**src/rtl/noc_ni_pkg.sv**
```systemverilog
// Shared flit encoding, head-flit field layout and FSM state types for the
// memory-controller network interface.
package noc_ni_pkg;

  localparam int FLIT_W = 34;
  localparam int PKT_W  = 68;

  localparam int HEAD_DEST_LSB = 0;
  localparam int HEAD_SRC_LSB  = 8;
  localparam int HEAD_ID_LSB   = 16;

  typedef enum logic [1:0] {
    FLIT_ILLEGAL = 2'b00,
    FLIT_HEAD    = 2'b01,
    FLIT_BODY    = 2'b10,
    FLIT_TAIL    = 2'b11
  } flit_type_e;

  typedef enum logic [2:0] {
    TX_IDLE,
    TX_HEAD,
    TX_B1,
    TX_B2,
    TX_TAIL
  } tx_state_e;

  typedef enum logic [2:0] {
    RX_HEAD,
    RX_B1,
    RX_B2,
    RX_TAIL,
    RX_DELIVER
  } rx_state_e;

  function automatic logic [FLIT_W-1:0] make_flit(input flit_type_e t,
                                                   input logic [31:0] payload);
    return {t, payload};
  endfunction

endpackage

```
**src/rtl/noc_ni_fifo.sv**
```systemverilog
// Synchronous FIFO with a look-ahead port exposing the entry behind the head,
// so a consumer can preload the following packet in the same cycle it pops.
module noc_ni_fifo #(
  parameter int WIDTH = 8,
  parameter int DEPTH = 4
) (
  input  logic             clk,
  input  logic             rst_n,
  input  logic             push,
  input  logic [WIDTH-1:0] push_data,
  input  logic             pop,
  output logic [WIDTH-1:0] head_data,
  output logic [WIDTH-1:0] next_data,
  output logic             full,
  output logic             empty,
  output logic             single
);

  localparam int AW = (DEPTH > 1) ? $clog2(DEPTH) : 1;
  localparam logic [AW:0] FULL_CNT = (AW + 1)'(DEPTH);

  logic [WIDTH-1:0] mem [DEPTH];
  logic [AW:0]      wr_ptr;
  logic [AW:0]      rd_ptr;
  logic [AW:0]      count;
  logic             do_push;
  logic             do_pop;

  assign count   = wr_ptr - rd_ptr;
  assign empty   = (count == '0);
  assign full    = (count == FULL_CNT);
  assign single  = (count == (AW + 1)'(1));
  assign do_pop  = pop && !empty;
  // A pop in the same cycle frees the slot the push lands in.
  assign do_push = push && (!full || do_pop);

  assign head_data = mem[rd_ptr[AW-1:0]];
  assign next_data = mem[rd_ptr[AW-1:0] + AW'(1)];

  always_ff @(posedge clk or negedge rst_n) begin
    if (!rst_n) begin
      wr_ptr <= '0;
      rd_ptr <= '0;
    end else begin
      if (do_push) wr_ptr <= wr_ptr + (AW + 1)'(1);
      if (do_pop)  rd_ptr <= rd_ptr + (AW + 1)'(1);
    end
  end

  always_ff @(posedge clk) begin
    if (do_push) mem[wr_ptr[AW-1:0]] <= push_data;
  end

endmodule

```
**src/rtl/noc_mem_ni.sv**
```systemverilog
// NoC network interface for sr_mem_ctrl: serialises 68-bit packets into
// 4-flit wormhole packets on TX and reassembles/delivers them on RX.
module noc_mem_ni
  import noc_ni_pkg::*;
#(
  parameter int NODE_ID         = 0,
  parameter int NODE_COUNT      = 8,
  parameter int PACKET_ID_WIDTH = 5,
  parameter int TX_DEPTH        = 4,
  localparam int NW = (NODE_COUNT > 1) ? $clog2(NODE_COUNT) : 1
) (
  input  logic                       clk,
  input  logic                       rst_n,
  input  logic [PKT_W-1:0]           packetOut,
  input  logic [NW-1:0]              nodeDest,
  input  logic [PACKET_ID_WIDTH-1:0] packetId,
  input  logic                       validOut,
  output logic [PKT_W-1:0]           packetIn,
  output logic [NW-1:0]              nodeStart,
  output logic                       validIn,
  input  logic                       readyToReceive,
  output logic [FLIT_W-1:0]          flitOut,
  output logic                       flitOutValid,
  input  logic                       flitOutReady,
  input  logic [FLIT_W-1:0]          flitIn,
  input  logic                       flitInValid,
  output logic                       flitInReady,
  output logic                       txOverflow,
  output logic                       rxError
);

  localparam int ENT_W = NW + PACKET_ID_WIDTH + PKT_W;

  // ---------------------------------------------------------------- TX side
  tx_state_e        tx_state;
  logic [ENT_W-1:0] fifo_head;
  logic [ENT_W-1:0] fifo_next;
  logic             fifo_full;
  logic             fifo_empty;
  logic             fifo_single;
  logic             fifo_pop;
  logic             push_ok;
  logic             tx_acc;
  logic             unused_fields;

  function automatic logic [FLIT_W-1:0] head_flit(input logic [NW-1:0] dest,
                                                   input logic [PACKET_ID_WIDTH-1:0] id);
    logic [7:0] d8;
    logic [7:0] i8;
    d8 = '0;
    i8 = '0;
    d8[NW-1:0] = dest;
    i8[PACKET_ID_WIDTH-1:0] = id;
    return make_flit(FLIT_HEAD, {8'd0, i8, 8'(NODE_ID), d8});
  endfunction

  function automatic logic [FLIT_W-1:0] entry_head(input logic [ENT_W-1:0] e);
    return head_flit(e[PKT_W+PACKET_ID_WIDTH +: NW], e[PKT_W +: PACKET_ID_WIDTH]);
  endfunction

  assign tx_acc   = flitOutValid && flitOutReady;
  assign fifo_pop = tx_acc && (tx_state == TX_TAIL);
  assign push_ok  = validOut && (!fifo_full || fifo_pop);

  // Head header fields are preloaded from the look-ahead port or the inputs,
  // and only the packet payload of the look-ahead entry is never needed.
  assign unused_fields = ^{fifo_head[ENT_W-1:PKT_W], fifo_next[PKT_W-1:0]};

  noc_ni_fifo #(
    .WIDTH (ENT_W),
    .DEPTH (TX_DEPTH)
  ) u_tx_fifo (
    .clk       (clk),
    .rst_n     (rst_n),
    .push      (push_ok),
    .push_data ({nodeDest, packetId, packetOut}),
    .pop       (fifo_pop),
    .head_data (fifo_head),
    .next_data (fifo_next),
    .full      (fifo_full),
    .empty     (fifo_empty),
    .single    (fifo_single)
  );

  always_ff @(posedge clk or negedge rst_n) begin
    if (!rst_n) begin
      tx_state     <= TX_IDLE;
      flitOut      <= '0;
      flitOutValid <= 1'b0;
      txOverflow   <= 1'b0;
    end else begin
      if (validOut && !push_ok) txOverflow <= 1'b1;
      case (tx_state)
        TX_IDLE: begin
          // Packet goes straight from the inputs into the head flit register.
          if (push_ok && fifo_empty) begin
            flitOut      <= head_flit(nodeDest, packetId);
            flitOutValid <= 1'b1;
            tx_state     <= TX_HEAD;
          end
        end
        TX_HEAD: if (tx_acc) begin
          flitOut  <= make_flit(FLIT_BODY, fifo_head[31:0]);
          tx_state <= TX_B1;
        end
        TX_B1: if (tx_acc) begin
          flitOut  <= make_flit(FLIT_BODY, fifo_head[63:32]);
          tx_state <= TX_B2;
        end
        TX_B2: if (tx_acc) begin
          flitOut  <= make_flit(FLIT_TAIL, {28'd0, fifo_head[67:64]});
          tx_state <= TX_TAIL;
        end
        TX_TAIL: if (tx_acc) begin
          if (!fifo_single) begin
            flitOut  <= entry_head(fifo_next);
            tx_state <= TX_HEAD;
          end else if (push_ok) begin
            flitOut  <= head_flit(nodeDest, packetId);
            tx_state <= TX_HEAD;
          end else begin
            flitOut      <= '0;
            flitOutValid <= 1'b0;
            tx_state     <= TX_IDLE;
          end
        end
        default: begin
          flitOutValid <= 1'b0;
          tx_state     <= TX_IDLE;
        end
      endcase
    end
  end

  // ---------------------------------------------------------------- RX side
  rx_state_e        rx_state;
  flit_type_e       rx_type;
  logic             rx_acc;
  logic             rx_local;
  logic             rx_drop;
  logic [PKT_W-1:0] rx_pkt;
  logic [NW-1:0]    rx_src;

  assign rx_type     = flit_type_e'(flitIn[33:32]);
  assign flitInReady = (rx_state != RX_DELIVER);
  assign rx_acc      = flitInValid && flitInReady;
  assign rx_local    = (flitIn[HEAD_DEST_LSB +: 8] == 8'(NODE_ID));

  always_ff @(posedge clk or negedge rst_n) begin
    if (!rst_n) begin
      rx_state  <= RX_HEAD;
      rx_drop   <= 1'b0;
      rxError   <= 1'b0;
      validIn   <= 1'b0;
      packetIn  <= '0;
      nodeStart <= '0;
    end else begin
      validIn <= 1'b0;
      if (rx_acc && rx_type == FLIT_HEAD) begin
        // A head always opens a new packet; mid-packet it also aborts the old one.
        rx_state <= RX_B1;
        rx_drop  <= !rx_local;
        if (!rx_local || rx_state != RX_HEAD) rxError <= 1'b1;
      end else begin
        case (rx_state)
          RX_HEAD: if (rx_acc) rxError <= 1'b1;
          RX_B1: if (rx_acc) begin
            if (rx_type == FLIT_BODY) rx_state <= RX_B2;
            else begin
              rxError  <= 1'b1;
              rx_state <= RX_HEAD;
            end
          end
          RX_B2: if (rx_acc) begin
            if (rx_type == FLIT_BODY) rx_state <= RX_TAIL;
            else begin
              rxError  <= 1'b1;
              rx_state <= RX_HEAD;
            end
          end
          RX_TAIL: if (rx_acc) begin
            if (rx_type == FLIT_TAIL) rx_state <= rx_drop ? RX_HEAD : RX_DELIVER;
            else begin
              rxError  <= 1'b1;
              rx_state <= RX_HEAD;
            end
          end
          RX_DELIVER: if (readyToReceive) begin
            validIn   <= 1'b1;
            packetIn  <= rx_pkt;
            nodeStart <= rx_src;
            rx_state  <= RX_HEAD;
          end
          default: rx_state <= RX_HEAD;
        endcase
      end
    end
  end

  always_ff @(posedge clk) begin
    if (rx_acc) begin
      if (rx_type == FLIT_HEAD) rx_src <= flitIn[HEAD_SRC_LSB +: NW];
      if (rx_state == RX_B1 && rx_type == FLIT_BODY) rx_pkt[31:0]  <= flitIn[31:0];
      if (rx_state == RX_B2 && rx_type == FLIT_BODY) rx_pkt[63:32] <= flitIn[31:0];
      if (rx_state == RX_TAIL && rx_type == FLIT_TAIL) rx_pkt[67:64] <= flitIn[3:0];
    end
  end

endmodule
```
**config.mk**
```make
export PLATFORM = sky130hd
export DESIGN_NAME = noc_mem_ni
export DESIGN_NICKNAME = d
export VERILOG_FILES = /design/src/rtl/noc_ni_pkg.sv /design/src/rtl/noc_ni_fifo.sv /design/src/rtl/noc_mem_ni.sv
export SDC_FILE = /design/constraint.sdc
export NUM_CORES = 1
export LEC_CHECK = 0
export ABC_AREA = 1
export BUFFER_PORTS_ARGS = -buffer_cell sky130_fd_sc_hd__buf_2
export CORE_MARGIN = 4
export CORE_UTILIZATION = 51
export DETAILED_ROUTE_END_ITERATION = 10
export PLACE_DENSITY = 0.83
export SYNTH_ARGS = -nofsm -noshare
export SYNTH_HDL_FRONTEND = slang
export SYNTH_SLANG_ARGS = --single-unit
```
**constraint.sdc**
```tcl
create_clock -name clk -period 7 [get_ports clk]
set_input_delay 1.4 -clock clk [delete_from_list [all_inputs] [get_ports clk]]
set_output_delay 1.4 -clock clk [all_outputs]
set_load 0.01 [all_outputs]
```
==> flow_metrics.env <==
export IMPL_cpMostUsedCell="nand2_1"
export IMPL_p_int_uw=5380
export IMPL_crit_required_ns=7.19
export IMPL_drt_pass1_iter_count=7
export IMPL_vias=12301
export IMPL_use_met1_pct=28.0
export IMPL_grt_ovfl_total=0
export IMPL_yosysSeqAreaShare_pct=74.8
export IMPL_netlist_area_sq_um=19100
export IMPL_power_switching_uw=1720
export IMPL_row_count=70
export IMPL_grt_util_met2_pct=36.3
export IMPL_grt_pass1_vias=12492
export IMPL_h_tree_depth=2
export IMPL_synthTopCellsByArea="edfxtp_1 59%, dfrtp_1 16%, nand2_1 6.0%"
export IMPL_port_buffers=225
export IMPL_synth_edf_count=375
export IMPL_synth_top_area_share_pct=58.8
export IMPL_synth_common_cells="375 x edfxtp_1, 305 x nand2_1, 209 x nor2_1, 146 x o21ai_0, 122 x dfrtp_1"
export IMPL_synth_cell_types=34
export IMPL_ys_seq_elements=497
export IMPL_dp_hpwl_mm=26.9
export IMPL_async_flop_share_pct=24.5
export IMPL_hold_path_end="packetIn[31]"
export IMPL_setup_tns_final_ns=0
export IMPL_antenna_left=0
export IMPL_grt_busiest_layer="met2"
export IMPL_final_setup_viol_count=0
export IMPL_multi_input_area_sq_um=4410
export IMPL_crit_slowest_cell="buf_4"
export IMPL_ctsRootBufferMaster="clkbuf_16"
export IMPL_r2r_start="u_tx_fifo.rd_ptr[0]"
export IMPL_clockBufferDepth=3
export IMPL_synth_xor_area_share_pct=0.137
export IMPL_power_share_clock_pct=37.3
export IMPL_clk_pin_slew_worst_paths_ns=0.06
export IMPL_combPwrFrac_pct=9.9
export IMPL_synth_most_common_cell="edfxtp_1"
export IMPL_postSynthCellCount=1476
export IMPL_synthSimpleGateAreaFrac_pct=12.1
export IMPL_holdPathStages=1
export IMPL_crit_fanout=74
export IMPL_cts_buffers=49
export IMPL_die_h_um=202
export IMPL_maxCapViolCount=0
export IMPL_period_share_pct=60.5
export IMPL_post_cts_buffers=0
export IMPL_clk_latency_ns=0.58
export IMPL_grt_pass1_wl_mm=69.2
export IMPL_vias_per_cell=5.57
export IMPL_layout_nets=1820
export IMPL_powerDensity_nw_per_um2=318
export IMPL_r2r_slack_ns=2.76
export IMPL_swShare_pct=24.3
export IMPL_drive_above_1_share_pct=23.1
export IMPL_die_w_um=202
export IMPL_cts_tree="built"
export IMPL_fmax_mhz=236
export IMPL_period_minus_slack_ns=4.24
export IMPL_syn_num_nets=1599
export IMPL_crit_chain="ha_1, fa_1, inv_1, nand2_1, nand3_1, nand2_1, nand2_1, nand2_1, nand2_1, nand2_2, nor2_4, buf_4"
export IMPL_holdBufCountCts=0
export IMPL_worstSetupEndpointType="flop"
export IMPL_initial_core_util_pct=52.0
export IMPL_slowest_delay_ns=0.80
export IMPL_crit_type="flop to flop"
export IMPL_hold_viol=0
export IMPL_ys_flop_type="edfxtp_1"
export IMPL_peakVddDrop_mv=0.228
export IMPL_cp_arrival_ns=4.43
export IMPL_track_usage_pct=21.5
export IMPL_rsz0062_at_grt="no"
export IMPL_wire_per_inst_um=20.1
export IMPL_status="finished, final reports clean"
export IMPL_max_slew_margin_pct=22.3
export IMPL_r2r_cells=12
export IMPL_avgSynthCellArea_sq_um=13.0
export IMPL_place_gp_congestion=0.836
export IMPL_hold_worst_slack_ns=0.462
export IMPL_p_leak_uw=0.00925
export IMPL_synth_adder_area_share_pct=0.497
export IMPL_gr_usage_met3_pct=5.21
export IMPL_hold_path_class="flop to flop"
export IMPL_synth_top_area_cell="edfxtp_1"
export IMPL_synth_compound_area_share_pct=5.83
export IMPL_slew_viol_final=0
export IMPL_core_area_sq_um=36800
export IMPL_design_die_area_sq_um=40700
export IMPL_drt_total_wl_mm=44.4
export IMPL_p_total_uw=7100
export IMPL_post_cts_resized=0
export IMPL_regArea_sq_um=14300
export IMPL_io_pins=226
export IMPL_cp_start_kind="flop"
export IMPL_hold_start="rx_pkt[31]"
export IMPL_drc_errors=0
export IMPL_pwr_share_seq_pct=52.7
export IMPL_synth_top_family_by_area="simple AND/OR/NAND/NOR gates"
export IMPL_timing_rr_end="u_tx_fifo.mem[3][28]"
export IMPL_nFillCells=2692
export IMPL_antenna_found_initial=10
export IMPL_ys_warn_count=0
export IMPL_drtIter0Drc=1214
export IMPL_tightest_slew_ns=1.16
export IMPL_area_growth_pct=16.7
export IMPL_grt_max_degree=85
export IMPL_cts_sinks=497
export IMPL_final_setup_skew_ns=0.0234
export IMPL_synth_mux_area_share_pct=4.18
state kept, by name, indices dropped and copies added (netlist names), 3 cells and up:
name / flops
flitOut: 34
rx_src: 3
rx_pkt: 68
nodeStart: 3
packetIn: 68
u_tx_fifo.wr_ptr: 3
rx_state: 3
u_tx_fifo.rd_ptr: 3
u_tx_fifo.mem: 304
tx_state: 3
cells in the final DEF, fill, tap and decap left out, drive strengths merged:
cell,count
buf,240
o21ai,152
nor2,214
clkinvlp,3
mux2,71
nand4,3
fa,1
diode,4
ha,6
clkbuf,62
dfrtp,122
inv,43
o22ai,49
nand3,50
a21oi,6
clkinv,14
nor4,3
nor3,3
bufinv,6
xor2,3
or2,1
o21bai,2
edfxtp,375
nand2,307
cell type report:
class	instances	area share, %
Sequential cell	497	64.1
Inverter	38	0.661
Clock inverter	28	1.41
Timing Repair Buffer	240	5.55
Multi-Input combinational cell	871	19.7
Antenna cell	4	0.0448
Tap cell	468	2.62
Clock buffer	62	5.88
per-stage QoR:
stage	utilization, %	cells	worst slack, ns	cell area [sq um]
after floorplan	-	1476	1.41	19100
after global placement	56.3	2114	2.89	20700
after detailed placement	56.3	2114	2.84	20700
after CTS	60.7	2204	2.78	22300
after global routing	60.7	2205	2.42	22300
final	60.7	2208	2.76	22300
power by group through the flow:
stage	sequential, uW	combinational (uW)	clock (uW)
final	3740	706	2650
after global routing	3770	792	2800
after CTS	3740	710	2680
after detailed placement	3800	702	0
after global placement	3780	679	0
after floorplan	3800	430	0
worst max path at each step:
stage                                 endpoint  cells past startpoint                 from  slack, ns
after global placement     u_tx_fifo.mem[3][7]                     12  u_tx_fifo.rd_ptr[0]       2.89
after global routing      u_tx_fifo.mem[3][39]                     12  u_tx_fifo.rd_ptr[0]       2.42
after detailed placement   u_tx_fifo.mem[3][7]                     12  u_tx_fifo.rd_ptr[0]       2.84
final                     u_tx_fifo.mem[3][28]                     12  u_tx_fifo.rd_ptr[0]       2.76
after floorplan            u_tx_fifo.mem[0][0]                      6         flitOutReady       1.41
after CTS                 u_tx_fifo.mem[3][39]                     12  u_tx_fifo.rd_ptr[0]       2.78
critical path: cells and delay by family (launching register included):
kind / cells / cell delay [ns]
and+or+nand+nor: 8 / 1.41
buffers and inverters: 2 / 0.86
adders and majority gates: 2 / 0.73
DFF: 1 / 0.73
per-layer routing:
layer	vias to the layer above	share of wire [%]	wire [um]
li1	5624	-	-
met1	6005	39	17200
met2	577	50	22300
met3	83	8.7	3870
met4	12	2.3	1010
met5	-	0.22	97
cell families after synthesis:
group	count (synthesis)
mux	71
flops	497
compound gates	209
xor+xnor	3
simple gates	581
buf+inv	108
fa+ha+maj	7
Note: power is estimated with default switching activity, not from simulation.
